==> src/rtl/core_mem_arb_pkg.sv <==
// rtl/core_mem_arb_pkg.sv - shared types and defaults for the core memory arbiter
//
// Purpose: source encoding, in-order tracking entry and sizing constants used
//          by core_mem_arbiter and its response-ordering FIFO.
// Ports:   none (package).

package core_mem_arb_pkg;

  // Default number of accepted-but-unacknowledged bus transactions.
  localparam int OUTSTANDING_DEF = 2;

  // Width of the outstanding counter; holds 0..4 inclusive.
  localparam int CNT_W = 3;

  // Data request tag width.
  localparam int TAG_W = 11;

  typedef enum logic {
    SRC_I = 1'b0,
    SRC_D = 1'b1
  } src_e;

  // One entry per accepted bus request, in issue order. Fetches carry tag 0.
  typedef struct packed {
    src_e             src;
    logic [TAG_W-1:0] tag;
  } arb_entry_t;

endpackage

==> src/rtl/core_mem_arb_fifo.sv <==
// rtl/core_mem_arb_fifo.sv - in-order FIFO recording which source owns each outstanding bus transaction
//
// Purpose: remembers {src, tag} for every accepted bus request so that the
//          in-order bus_ack stream can be steered back to the right requester.
// Ports:
//   clk, rst            clock, asynchronous active-low reset
//   push, push_entry    write one entry (ignored when full)
//   pop                 drop the head entry (ignored when empty)
//   head                current head entry (valid when !empty)
//   full, empty, count  occupancy status

module core_mem_arb_fifo
  import core_mem_arb_pkg::*;
#(
  parameter int DEPTH = OUTSTANDING_DEF
) (
  input  logic             clk,
  input  logic             rst,
  input  logic             push,
  input  arb_entry_t       push_entry,
  input  logic             pop,
  output arb_entry_t       head,
  output logic             full,
  output logic             empty,
  output logic [CNT_W-1:0] count
);

  localparam int PTR_W = (DEPTH > 1) ? $clog2(DEPTH) : 1;
  localparam logic [PTR_W-1:0] LAST_PTR = PTR_W'(DEPTH - 1);

  arb_entry_t       mem [DEPTH];
  logic [PTR_W-1:0] wr_ptr;
  logic [PTR_W-1:0] rd_ptr;
  logic             do_push;
  logic             do_pop;

  // Pointers wrap explicitly so non-power-of-two depths work.
  function automatic logic [PTR_W-1:0] ptr_inc(input logic [PTR_W-1:0] p);
    return (p == LAST_PTR) ? '0 : p + PTR_W'(1);
  endfunction

  assign do_push = push & ~full;
  assign do_pop  = pop & ~empty;

  assign full  = (count == CNT_W'(DEPTH));
  assign empty = (count == '0);
  assign head  = mem[rd_ptr];

  always_ff @(posedge clk or negedge rst) begin
    if (!rst) begin
      wr_ptr <= '0;
      rd_ptr <= '0;
      count  <= '0;
    end else begin
      if (do_push) wr_ptr <= ptr_inc(wr_ptr);
      if (do_pop)  rd_ptr <= ptr_inc(rd_ptr);
      case ({do_push, do_pop})
        2'b10:   count <= count + CNT_W'(1);
        2'b01:   count <= count - CNT_W'(1);
        default: count <= count;
      endcase
    end
  end

  // Storage needs no reset: an entry is only read after it has been written.
  always_ff @(posedge clk) begin
    if (do_push) mem[wr_ptr] <= push_entry;
  end

endmodule

==> src/rtl/core_mem_arbiter.sv <==
// rtl/core_mem_arbiter.sv - round-robin arbiter sharing one in-order memory bus between fetch and data ports
//
// Purpose: merges the instruction-fetch (I) and data (D) request ports onto a
//          single memory bus, limits the number of unacknowledged transactions,
//          and routes each in-order bus response back to the port that issued it.
// Ports:
//   clk, rst                          clock, asynchronous active-low reset
//   mem_i_rd, mem_i_pc                fetch request / address
//   mem_i_accept                      fetch request taken this cycle
//   mem_i_valid, mem_i_error,
//   mem_i_inst                        fetch response strobe / error / data
//   mem_d_addr, mem_d_data_wr,
//   mem_d_rd, mem_d_wr, mem_d_req_tag data request (nonzero mem_d_wr = write)
//   mem_d_accept                      data request taken this cycle
//   mem_d_ack, mem_d_error,
//   mem_d_data_rd, mem_d_resp_tag     data response strobe / error / data / tag
//   bus_addr, bus_data_wr,
//   bus_rd, bus_wr                    shared bus request
//   bus_accept                        memory takes the presented request
//   bus_ack, bus_error, bus_data_rd   in-order bus response
//   protocol_err                      sticky: bus_ack seen with nothing outstanding

module core_mem_arbiter
  import core_mem_arb_pkg::*;
#(
  parameter int OUTSTANDING = OUTSTANDING_DEF
) (
  input  logic             clk,
  input  logic             rst,
  input  logic             mem_i_rd,
  input  logic [31:0]      mem_i_pc,
  output logic             mem_i_accept,
  output logic             mem_i_valid,
  output logic             mem_i_error,
  output logic [31:0]      mem_i_inst,
  input  logic [31:0]      mem_d_addr,
  input  logic [31:0]      mem_d_data_wr,
  input  logic             mem_d_rd,
  input  logic [3:0]       mem_d_wr,
  input  logic [TAG_W-1:0] mem_d_req_tag,
  output logic             mem_d_accept,
  output logic             mem_d_ack,
  output logic             mem_d_error,
  output logic [31:0]      mem_d_data_rd,
  output logic [TAG_W-1:0] mem_d_resp_tag,
  output logic [31:0]      bus_addr,
  output logic [31:0]      bus_data_wr,
  output logic             bus_rd,
  output logic [3:0]       bus_wr,
  input  logic             bus_accept,
  input  logic             bus_ack,
  input  logic             bus_error,
  input  logic [31:0]      bus_data_rd,
  output logic             protocol_err
);

  logic             i_req;
  logic             d_req;
  logic             d_is_wr;
  logic             issue_ok;
  logic             present;
  src_e             sel;
  logic             accepted;
  logic             resp_pop;

  logic             lock_valid;
  src_e             lock_src;
  src_e             last_grant;

  arb_entry_t       push_entry;
  arb_entry_t       fifo_head;
  logic             fifo_full;
  logic             fifo_empty;
  logic [CNT_W-1:0] fifo_count;

  // A data request with any strobe set is a write, even if mem_d_rd is also high.
  assign i_req   = mem_i_rd;
  assign d_is_wr = |mem_d_wr;
  assign d_req   = mem_d_rd | d_is_wr;

  // Issue is blocked at the limit regardless of a same-cycle bus_ack; the
  // freed slot becomes usable on the following cycle.
  assign issue_ok = rst & (fifo_count < CNT_W'(OUTSTANDING));

  // Source selection. A request that has been presented but not yet accepted
  // keeps the bus (lock) so the memory never sees the request change under it.
  always_comb begin
    sel     = SRC_I;
    present = 1'b0;
    if (issue_ok) begin
      if (lock_valid && ((lock_src == SRC_I) ? i_req : d_req)) begin
        sel     = lock_src;
        present = 1'b1;
      end else if (i_req && d_req) begin
        sel     = (last_grant == SRC_D) ? SRC_I : SRC_D;
        present = 1'b1;
      end else if (i_req) begin
        sel     = SRC_I;
        present = 1'b1;
      end else if (d_req) begin
        sel     = SRC_D;
        present = 1'b1;
      end
    end
  end

  // Bus request fields follow the selected source; idle bus is all zero.
  always_comb begin
    bus_addr    = '0;
    bus_data_wr = '0;
    bus_rd      = 1'b0;
    bus_wr      = '0;
    if (present) begin
      if (sel == SRC_I) begin
        bus_addr = mem_i_pc;
        bus_rd   = 1'b1;
      end else begin
        bus_addr    = mem_d_addr;
        bus_data_wr = mem_d_data_wr;
        bus_wr      = mem_d_wr;
        bus_rd      = ~d_is_wr;
      end
    end
  end

  assign accepted     = present & bus_accept;
  assign mem_i_accept = accepted & (sel == SRC_I);
  assign mem_d_accept = accepted & (sel == SRC_D);

  assign push_entry.src = sel;
  assign push_entry.tag = (sel == SRC_D) ? mem_d_req_tag : '0;

  assign resp_pop = rst & bus_ack & ~fifo_empty;

  core_mem_arb_fifo #(
    .DEPTH (OUTSTANDING)
  ) u_fifo (
    .clk        (clk),
    .rst        (rst),
    .push       (accepted & ~fifo_full),
    .push_entry (push_entry),
    .pop        (resp_pop),
    .head       (fifo_head),
    .full       (fifo_full),
    .empty      (fifo_empty),
    .count      (fifo_count)
  );

  // Zero-latency response steering; data/error/tag are forced to 0 when idle.
  always_comb begin
    mem_i_valid    = 1'b0;
    mem_i_error    = 1'b0;
    mem_i_inst     = '0;
    mem_d_ack      = 1'b0;
    mem_d_error    = 1'b0;
    mem_d_data_rd  = '0;
    mem_d_resp_tag = '0;
    if (resp_pop) begin
      if (fifo_head.src == SRC_I) begin
        mem_i_valid = 1'b1;
        mem_i_error = bus_error;
        mem_i_inst  = bus_data_rd;
      end else begin
        mem_d_ack      = 1'b1;
        mem_d_error    = bus_error;
        mem_d_data_rd  = bus_data_rd;
        mem_d_resp_tag = fifo_head.tag;
      end
    end
  end

  // last_grant resets to D so the fetch port wins the first tie.
  always_ff @(posedge clk or negedge rst) begin
    if (!rst) begin
      lock_valid   <= 1'b0;
      lock_src     <= SRC_I;
      last_grant   <= SRC_D;
      protocol_err <= 1'b0;
    end else begin
      lock_valid <= present & ~bus_accept;
      if (present)  lock_src   <= sel;
      if (accepted) last_grant <= sel;
      if (bus_ack && fifo_empty) protocol_err <= 1'b1;
    end
  end

endmodule

==> config.mk <==
export PLATFORM = sky130hd
export DESIGN_NAME = core_mem_arbiter
export DESIGN_NICKNAME = d
export VERILOG_FILES = /design/src/rtl/core_mem_arb_pkg.sv /design/src/rtl/core_mem_arb_fifo.sv /design/src/rtl/core_mem_arbiter.sv
export SDC_FILE = /design/constraint.sdc
export NUM_CORES = 1
export LEC_CHECK = 0
export CAP_MARGIN = 20
export CORE_AREA = 2 2 118 120
export DETAILED_ROUTE_END_ITERATION = 10
export DIE_AREA = 0 0 120 122
export DONT_BUFFER_PORTS = 1
export GPL_ROUTABILITY_DRIVEN = 0
export MAX_ROUTING_LAYER = met4
export SLEW_MARGIN = 25
export SYNTH_ARGS = -nofsm -noshare
export SYNTH_HDL_FRONTEND = slang
export SYNTH_SLANG_ARGS = --single-unit
==> constraint.sdc <==
create_clock -name clk -period 2.2 [get_ports clk]
set_input_delay 0.44 -clock clk [delete_from_list [all_inputs] [get_ports clk]]
set_output_delay 0.44 -clock clk [all_outputs]
set_load 0.01 [all_outputs]
==> key figures <==
CTS
  – CTS tree: done
  – Longest Clk Path Bufs: 2
  – Worst-path clk slew: about 60 ps
  – H-tree levels: 2
  – Clk Latency, worst-skew pair: between 200 and 300 ps
  – Clock Root Buffer: clkbuf_16
  – Total CTS buffers: 5
  – Clock sink total: 33

Route
  – TritonRoute pass-1 iters: 4
  – DR iter-0 viols: roughly 140
  – Final ANT Viol Nets: 0
  – Via count: between 2000 and 3000
  – Vias per inst: 4.908
  – Post-DR wirelength/cell: ~18 microns
  – Post-Route WL: about 9.4 mm
  – Drt drc: 0

Yosys
  – Compound-Gate Fraction of Synth Area: approximately 14%
  – Synth cell types: 35
  – Post-synthesis mux area share: about 4.6%
  – Mapped Nets: 494
  – Cell Area, Synth: between 2000 and 3000 sq um
  – Mean Syn Cell Area: 8.521 sq um
  – Adder-cell share of the synthesized area: around 1.1%
  – Sequential fraction of the synthesis area: 32.50%
  – Simple-gate portion of the synthesized area: between 30% and 40%
  – Flops & latches, synth: 33
  – Synthesized instance count: 342
  – Ys Warns: 0
  – Synth Area in XOR/XNOR: under 10%
  – Largest family of logic cells by synthesized area: simple AND/OR/NAND/NOR gates

Global routing
  – Grt ovf: 0
  – Global Route Usage Sum: between 10% and 20%
  – Initial antenna violation count: 1
  – Largest net degree at the start of global routing: 67
  – Number of global-route vias before repair: ~2200
  – First-pass GRT wire length: ~12 mm

Pwr
  – Peak VDD IR: between 0.2 and 0.3 mV
  – Leak pwr: roughly 1.4 nW
  – Pwr dens: slightly below 1000 nW/um^2
  – Internal power: a little over 2 mW
  – Reg power frac: about 26%
  – Part of the power in the clock network: a little under a quarter
  – Comb power frac: between 50% and 60%
  – Sw frac: around 41%
  – NetSw: between 1 and 1.5 mW

Timing
  – Slew Viols, Final: 0
  – Setup-failing EPs final: 0
  – F_max: roughly 470 MHz
  – Setup Skew: about 7.2 ps
  – Rel. slew slack: around two thirds
  – Setup ws final: approximately 58 ps
  – Final hold vios: 0
  – Min cycle time layout: between 2000 and 2500 ps
  – Hold slack final: roughly 230 ps
  – Worst Max-Slew Pin Slew: 519.0 ps
  – Tcrit/Tclk final: between 90% and 100%
  – RSZ-0062 raised after global routing: yes

Floorplan
  – Die Span X: about 120 microns
  – Die Y: around 120 microns
  – Row cnt: between 40 and 50
  – Die footprint: 14640 sq um
  – Starting Density: 21.58%
  – I/O Pins: roughly 300
  – Core area: around 14000 sq um

Critical path
  – Worst R2R Start: u_fifo.count[2]
  – Max incr delay on CP: around 430 ps
  – Worst EP required: 1760 ps
  – Slowest CP cell: dfrtp_1
  – Worst setup path class: reg -> out
  – Reg-to-reg setup timing slack: about 170 ps
  – Crit-path max FO: 45
  – Critical-path cell list: nor2_4, nand2_1, nor3_4, buf_12, and2_2
  – Reg-to-Reg End: u_fifo.count[2]
  – Arrival time at the worst endpoint: 1700 ps
  – Crit. End Element: primary output
  – Worst r2r path cells: 9
  – Startpoint Class: flip-flop

Final layout
  – Fraction of layout cells with a size suffix above 1: around a quarter
  – Fill cell count: 1444
  – P&R area growth vs syn: 20.44%
  – Fin nets: around 500
  – Final instance area: approximately 3500 sq um
  – Register area: around 950 sq um
  – Multi-input gate area: approximately 1900 sq um

Hold path
  – Worst hold path type: in -> reg
  – HP Start: bus_accept
  – Hold Crit Depth: 1
  – Worst Hold Path EP: lock_valid

Placed design
  – I/O Buffers: 0
  – DP HPWL: about 7.2 mm
  – Pre-CTS setup slack: -160.5 ps
  – DP Area: between 3000 and 4000 sq um

Job
  – Max-cap violations: 0

Run status
  – Status: finished, final reports clean
## cells in the final DEF (no fill, tap or decap), types with 2 or more instances in the layout
| cell type | Yosys | final |
|---|---|---|
| and2_1 | 81 | 73 |
| nand2_1 | 69 | 68 |
| and3_1 | 33 | 33 |
| o22ai_2 | 28 | 30 |
| edfxtp_1 | 24 | 24 |
| nor2_1 | 22 | 21 |
| mux2i_1 | 12 | 12 |
| buf_4 | 0 | 9 |
| clkbuf_16 | 0 | 8 |
| dfrtp_1 | 8 | 8 |
| and2_4 | 0 | 6 |
| inv_1 | 5 | 5 |
| buf_12 | 3 | 5 |
| xnor2_1 | 3 | 3 |
| nor2_4 | 0 | 2 |
| nand2b_1 | 2 | 2 |
| and2_2 | 0 | 2 |
| o22ai_4 | 0 | 2 |
| xor2_1 | 2 | 2 |
## logic make-up after synthesis
logic type,count (synthesis)
AOI/OAI and AO/OA,37
xor gates and xnor gates,5
adders and majority gates,2
buffers and inverters,37
DFF,33
muxes,13
and+or+nand+nor,215
## synthesized netlist by cell type
master | n | area (sq um)
or3_1 | 1 | 6.260
and2b_1 | 1 | 7.510
clkbuf_2 | 2 | 10.01
o22ai_1 | 4 | 25.02
or2_1 | 1 | 6.260
dfstp_2 | 1 | 26.28
buf_12 | 3 | 60.06
clkbuf_1 | 13 | 48.80
edfxtp_1 | 24 | 720.7
mux2_4 | 1 | 15.01
dfrtp_1 | 8 | 200.2
nor2_2 | 1 | 6.260
inv_2 | 1 | 3.750
o22ai_2 | 28 | 350.3
mux2i_1 | 12 | 120.1
buf_6 | 1 | 11.26
xor2_1 | 2 | 17.52
fa_1 | 1 | 20.02
a21o_1 | 1 | 7.510
nor4_2 | 1 | 12.51
buf_2 | 12 | 60.06
a21oi_2 | 1 | 8.760
nand2_1 | 69 | 259.0
a31o_2 | 1 | 8.760
ha_1 | 1 | 12.51
nand2b_1 | 2 | 12.51
xnor2_1 | 3 | 26.28
and2_1 | 81 | 506.7
a21boi_1 | 1 | 7.510
nor2_1 | 22 | 82.58
nor3_2 | 1 | 10.01
o2bb2ai_1 | 1 | 8.760
nand3_1 | 2 | 10.01
inv_1 | 5 | 18.77
and3_1 | 33 | 206.5
## power groups by stage
stage,logic [mW],registers [mW],clock network [mW]
final,1.79,0.887,0.804
after global routing,1.93,0.902,0.858
after CTS,1.62,0.886,0.825
after detailed placement,1.59,0.888,0
after global placement,1.55,0.883,0
after floorplan,1.34,0.865,0
## flip-flops by register name (all words and copies together) (netlist names)
signal	count
u_fifo.mem	24
u_fifo.count	3
last_grant	1
lock_src	1
lock_valid	1
protocol_err	1
u_fifo.rd_ptr	1
u_fifo.wr_ptr	1
## stage by stage
stage | utilization, % | instances | power (mW) | TNS, ps
detailed placement | 23.19 | 505 | 2.480 | -160.5
CTS | 24.70 | 513 | 3.335 | -34.52
global placement | 23.19 | 505 | 2.433 | -62.49
global route | 25.99 | 519 | 3.695 | -916.3
floorplan | - | 342 | 2.207 | 0
finish | 25.99 | 519 | 3.482 | 0
## worst max path at each step
| stage | endpoint | cells after the start | start |
|---|---|---|---|
| 6_report | bus_data_wr[25] | 5 | u_fifo.count[2] |
| 5_1_grt | mem_i_inst[13] | 3 | u_fifo.rd_ptr |
| 4_1_cts | bus_rd | 6 | u_fifo.count[2] |
| 3_5_place_dp | u_fifo.count[2] | 9 | mem_d_wr[2] |
| 3_3_place_gp | u_fifo.count[2] | 9 | mem_d_wr[2] |
| 2_1_floorplan | u_fifo.count[2] | 9 | mem_d_wr[2] |
## routing by layer
metal,up-vias,track usage [%],wire (microns)
met5,-,-,0
met4,0,3.456,107
met3,4,2.294,805
met2,201,20.21,5075
met1,1204,10.85,3419
li1,1138,-,-
## timing repair
item                                    4_1_cts  5_1_grt
resized for setup                            10       15
buffers inserted                              0        0
pin swaps                                     0        1
endpoints found under the setup margin       96      106
gates cloned                                  0        4
endpoints found under the hold margin         9        9
## final cells by class
class | instances | share of cell area, %
multi-input cells | 272 | 53.40
flip-flops and latches | 33 | 26.99
repair buffers | 19 | 7.522
well taps | 180 | 6.417
clock buffers | 5 | 3.565
clock inverters | 3 | 1.319
inverters | 6 | 0.7130
diodes | 1 | 0.07130
## critical path: cells and delay by family, from the launching register on
family,cells,cell delay (ps)
AND/OR/NAND/NOR,4,770
buffers and inverters,1,220
flip-flops,1,430
Power figures use the tool's default switching activity.
